--- src/rtl/iddr_deser.sv ---
// rtl/iddr_deser.sv - multi-channel IDDR pair deserializer with per-lane bitslip and inversion
module iddr_deser #(
  parameter int                    CHANNELS  = 4,
  parameter int                    WORD_BITS = 8,
  parameter logic [CHANNELS-1:0]   INV_MASK  = '0
) (
  input  logic                            CLK,
  input  logic                            RST_N,
  input  logic                            CE,
  input  logic                            SYNC,
  input  logic [CHANNELS-1:0]             D_RISE,
  input  logic [CHANNELS-1:0]             D_FALL,
  input  logic [CHANNELS-1:0]             BITSLIP,
  output logic [CHANNELS*WORD_BITS-1:0]   DATA,
  output logic                            VALID,
  output logic [CHANNELS*5-1:0]           SLIP_POS
);

  localparam int HALF   = WORD_BITS / 2;
  localparam int SR_W   = 2 * WORD_BITS;
  localparam int CW     = (HALF > 1) ? $clog2(HALF) : 1;
  localparam int SW     = (WORD_BITS > 1) ? $clog2(WORD_BITS) : 1;
  localparam logic [CW-1:0] CNT_LAST = CW'(HALF - 1);
  localparam logic [SW-1:0] S_LAST   = SW'(WORD_BITS - 1);

  logic [SR_W-1:0]                  sr_q   [CHANNELS];
  logic [SR_W-1:0]                  sr_d   [CHANNELS];
  logic [SW-1:0]                    s_q    [CHANNELS];
  logic [SW-1:0]                    s_d    [CHANNELS];
  logic [CW-1:0]                    cnt_q, cnt_d;
  logic [CHANNELS*WORD_BITS-1:0]    data_q, data_d;
  logic                             valid_q, valid_d;
  logic [CHANNELS-1:0]              r, f;
  logic                             emit;
  logic [SR_W-1:0]                  win;

  assign r    = D_RISE ^ INV_MASK;
  assign f    = D_FALL ^ INV_MASK;
  // SYNC steals the word boundary, so a SYNC edge can never emit.
  assign emit = CE && !SYNC && (cnt_q == CNT_LAST);

  always_comb begin
    cnt_d   = cnt_q;
    data_d  = data_q;
    valid_d = emit;
    win     = '0;
    if (SYNC)
      cnt_d = '0;
    else if (CE)
      cnt_d = (cnt_q == CNT_LAST) ? '0 : cnt_q + CW'(1);
    for (int c = 0; c < CHANNELS; c++) begin
      sr_d[c] = CE ? {sr_q[c][SR_W-3:0], r[c], f[c]} : sr_q[c];
      s_d[c]  = s_q[c];
      if (BITSLIP[c])
        s_d[c] = (s_q[c] == S_LAST) ? '0 : s_q[c] + SW'(1);
      // Larger offsets pick a window further back in the bit history.
      win = sr_d[c] >> s_q[c];
      if (emit)
        data_d[c*WORD_BITS +: WORD_BITS] = win[WORD_BITS-1:0];
    end
  end

  always_ff @(posedge CLK or negedge RST_N) begin
    if (!RST_N) begin
      cnt_q   <= '0;
      data_q  <= '0;
      valid_q <= 1'b0;
      for (int c = 0; c < CHANNELS; c++) begin
        sr_q[c] <= '0;
        s_q[c]  <= '0;
      end
    end else begin
      cnt_q   <= cnt_d;
      data_q  <= data_d;
      valid_q <= valid_d;
      for (int c = 0; c < CHANNELS; c++) begin
        sr_q[c] <= sr_d[c];
        s_q[c]  <= s_d[c];
      end
    end
  end

  assign DATA  = data_q;
  assign VALID = valid_q;

  generate
    for (genvar g = 0; g < CHANNELS; g++) begin : g_slip
      assign SLIP_POS[g*5 +: 5] = 5'(s_q[g]);
    end
  endgenerate

endmodule

--- config.mk ---
export PLATFORM = sky130hd
export DESIGN_NAME = iddr_deser
export DESIGN_NICKNAME = d
export VERILOG_FILES = /design/src/rtl/iddr_deser.sv
export SDC_FILE = /design/constraint.sdc
export NUM_CORES = 1
export LEC_CHECK = 0
export CAP_MARGIN = 20
export CORE_UTILIZATION = 40
export CTS_BUF_LIST = sky130_fd_sc_hd__clkbuf_4
export DETAILED_ROUTE_END_ITERATION = 7
export PLACE_DENSITY = 0.6
export RECOVER_POWER = 50
export SLEW_MARGIN = 40
export SYNTH_ARGS = -nofsm -noshare
export SYNTH_HDL_FRONTEND = slang
export SYNTH_SLANG_ARGS = --single-unit
--- constraint.sdc ---
create_clock -name CLK -period 5.2 [get_ports CLK]
set_input_delay 0.78 -clock CLK [delete_from_list [all_inputs] [get_ports CLK]]
set_output_delay 0.78 -clock CLK [all_outputs]
set_load 0.03 [all_outputs]
# Yosys cells after proc, flatten, opt, wreduce, memory -nomap -nowiden
# Cells that the tools add are included.
[totals] reg_bits=111 in_bits=16 out_inout_bits=53
[classes] add_sub_neg=5 eq_ne=5 shifts=4 muxes=11 reduce_logical=4
[ops] operator="two-way mux 16 bit" n=4
[ops] operator=">> shifter 16 x 3 -> 8 bit" n=4
[ops] operator="adder 3 x 1 -> 3 bit (second input constant)" n=4
[ops] operator="== test 3 bit (second input constant)" n=4
[ops] operator="two-way mux 3 bit" n=4
[ops] operator="two-way mux 2 bit" n=3
[ops] operator="adder 2 x 1 -> 2 bit (second input constant)" n=1
[ops] operator="== test 2 bit (second input constant)" n=1
[ops] operator="logical AND 1 bit" n=2
[ops] operator="nonzero test 2 bit" n=1
[ops] operator="logical NOT 1 bit" n=1

# Longest topological paths before layout
[depth] ltp_word=4 depth_mapped=8 ltp_nobuf=6

# Worst setup path before layout
# Ideal clock, no wire load.
[synth_path] path_type="in2reg" startpoint="input port CE" endpoint="register data_q[27] (netlist: DATA[27])" setup_ps=126 arrival_time_ps=2080 path_slack_ps=2994 cell_stages=5 path_buffers=1 path_cell_list="buf_6 mux2_4 mux4_2 and3_1 a221o_1"
[synth_rtl] item="start, declared" line_no="9" text="input logic CE,"
[synth_rtl] item="end signal, assigned" line_no="74" text="data_q <= data_d;"
[synth_rtl] item="end, declared" line_no="31" text="logic [CHANNELS*WORD_BITS-1:0] data_q, data_d;"

# Final worst setup path
[layout_path] startpoint="register s_q, in the netlist SLIP_POS[0]" endpoint="output port SLIP_POS[0]"
[layout_rtl] item="start, declared" line_no="28" text="logic [SW-1:0] s_q [CHANNELS];"
[layout_rtl] item="start signal, assigned by index" line_no="78" text="s_q[c] <= s_d[c];"
[layout_rtl] item="end, declared" line_no="16" text="output logic [CHANNELS*5-1:0] SLIP_POS"
# No word-level cell between the ends.

==> out/metrics.csv <==
metric,value,unit
status,"complete, but fails checks",
violations,"capacitance limit, slew limit",
p_int,2110,uW
synth_seq_cells,101,
powerDensity,544.0,nW/um^2
p_switching,1376,uW
clkSlewWorstSetupHoldPaths,150,ps
pwr-share-seq,0.404,
pwr-share-clk,0.129,
r2r_end,DATA[3],
min_period,2924,ps
cts_setup_buffers,0,
slew_headroom,-0.3726,
grt_use_total,0.1610,
core_area,13510,sq um
ff2ff_path_depth,4,
vias,3596,
placed_area,6264,sq um
crit-reg2reg-launch,SLIP_POS[0],
mostFrequentLayoutCell,dfrtp_1,
finalHoldViolCount,0,
finalCritPeriodShare,0.5623,
numCtsBuffers,9,
clock_sinks,101,
place_congestion,0.7788,
overflow,0,
netSwitchingFraction,0.3948,
path_cells,clkdlybuf4s50_1,
crit_type,flip-flop to output port,
htreeDepth,3,
postCtsResizedCells,0,
syn_inst,429,
r2r_slack,3170,ps
tns,0,ps
wl_per_cell,16.94,microns
io_buffers,60,
drive_above_1_share,0.2447,
cp_data_arrival_time,2140,ps
yosys_warnings,0,
maxCapViolCount,1,
grt_pass1_wl,18490,microns
nets,491,
setup_viol,0,
antenna_found_initial,0,
dieArea,14560,sq um
grt_start_max_net_pins,82,
fin_util,0.4744,
cts_tree,built,
ant_nets,0,
first_pass_iters,4,
leakage,0.002699,uW
cp_max_fo,18,
fin_worst_skew,16.28,ps
num_io_pins,69,
layout-area-overhead-vs-synth,13.77,%
max_freq,0.3420,GHz
cp-start-kind,flip-flop,
ys_seq_area_frac,0.4488,
diodes,0,
syn_area_per_cell,13.13,sq um
die_y,120.7,microns
min_path_type,input port to async pin,
fin_ws,2276,ps
cp_top_family,flip-flops,
critPathSlowestCell,dfrtp_1,
grt_pass1_vias,3549,
finish.instance_area,6407,sq um
die_x,120.7,microns
drc,0,
drt-total-wl,10950,microns
worst_pin_slew,2059,ps
crit_required,4420,ps
max-clock-path-buffers,2,
max_stage_delay,890,ps
rsz0062_at_grt,false,
hpwl,7343,microns
rows,42,
ys_types,32,
ff_latch_area,2527,sq um
combPwrFrac,0.467,
synth.cell_area,5632,sq um
hold_buffers,0,
slew_violations,40,
dp_slack,2353,ps
initial_core_util,0.4170,
final_cell_mix,"101 x dfrtp_1, 58 x clkdlybuf4s50_1, 55 x mux2_2, 41 x mux4_2, 33 x mux2i_1",
path_buf_inv,1,
ir_drop,0.1753,mV
multi_input_area,2853,sq um
fillers,1206,
insertion_delay,440,ps
vias_per_cell,5.567,
cts-root-buf,clkbuf_4,
drt_iter0_markers,235,
cp-end-kind,output port,
-- power by group through the flow --
stage               Sequential, uW  Clock, uW  Combinational (uW)
floorplan                     1490          0                1070
global placement              1430          0                1620
detailed placement            1430          0                1640
CTS                           1410        472                1650
global route                  1470        499                1760
finish                        1410        449                1630
-- registers in the layout (all words and copies together) (netlist names) --
signal and cells:
sr_q 54, DATA 32, SLIP_POS 12, cnt_q 2, VALID 1
-- worst max path at each step --
stage               cells past startpoint  slack, ps           to   startpoint
detailed placement                      6       2350     DATA[27]           CE
global placement                        6       2160     DATA[27]           CE
CTS                                     1       2220  SLIP_POS[0]  SLIP_POS[0]
floorplan                               5       2990     DATA[27]           CE
finish                                  1       2280  SLIP_POS[0]  SLIP_POS[0]
global route                            2       1960     sr_q[43]        RST_N
-- area by class of cell --
class / instances / area share
timing repair buffer: 63 / 0.09705
tap: 176 / 0.03437
multi-input combinational: 282 / 0.4452
clock inverter: 5 / 0.01191
sequential: 101 / 0.3945
inverter: 9 / 0.005272
clock buffer: 10 / 0.01172
-- synthesized netlist by cell type --
cell type | instances | area [sq um]
buf_4 | 8 | 60.06
clkbuf_1 | 16 | 60.06
and2_1 | 1 | 6.260
ha_1 | 9 | 112.6
o21ai_0 | 16 | 80.08
o22ai_1 | 1 | 6.260
nor2_1 | 12 | 45.04
a21oi_1 | 6 | 30.03
conb_1 | 1 | 3.750
o211ai_1 | 1 | 7.510
a22oi_1 | 2 | 15.01
a221o_1 | 3 | 30.03
nand2b_1 | 1 | 6.260
nand4b_1 | 6 | 52.55
nand2_1 | 27 | 101.4
nand3b_1 | 4 | 30.03
mux4_1 | 3 | 78.83
nand3_1 | 18 | 90.09
dfrtp_1 | 101 | 2527
buf_2 | 17 | 85.08
inv_1 | 9 | 33.78
mux4_2 | 41 | 923.4
mux2_2 | 57 | 641.9
nand4_1 | 6 | 37.54
a211oi_1 | 9 | 67.56
mux2i_1 | 33 | 330.3
o31ai_1 | 6 | 45.04
buf_6 | 3 | 33.78
nor2b_1 | 1 | 6.260
nor3_1 | 2 | 10.01
mux2_4 | 2 | 30.03
and3_1 | 7 | 43.79
-- metal layers --
layer  routed length [microns]  track usage  vias to the layer above
li1                          -            -                     1689
met1                      5244       0.2338                     1828
met2                      5193       0.2471                       69
met3                       375      0.02264                       10
met4                       132      0.05633                        0
met5                         0            0                        -
-- kinds of logic (layout without fill, tap and decap cells) --
kind of cell    count (synthesis)  count (layout)  synth area share
compound gates                 44              44           0.04999
fa+ha+maj                       9               9           0.02000
other cells                     1               8         0.0006659
flops                         101             101            0.4488
simple gates                   85              85           0.07621
mux                           136             136            0.3559
buf+inv                        53              87           0.04843
-- metrics by stage --
step / instances / power, uW / hold slack, ps
global route: 646 / 3723 / 307.9
floorplan: 436 / 2555 / 472.2
CTS: 646 / 3537 / 413.9
finish: 646 / 3486 / 303.8
detailed placement: 631 / 3074 / 467.6
global placement: 631 / 3052 / 466.2
No activity file was read; power rests on OpenSTA's default activity.
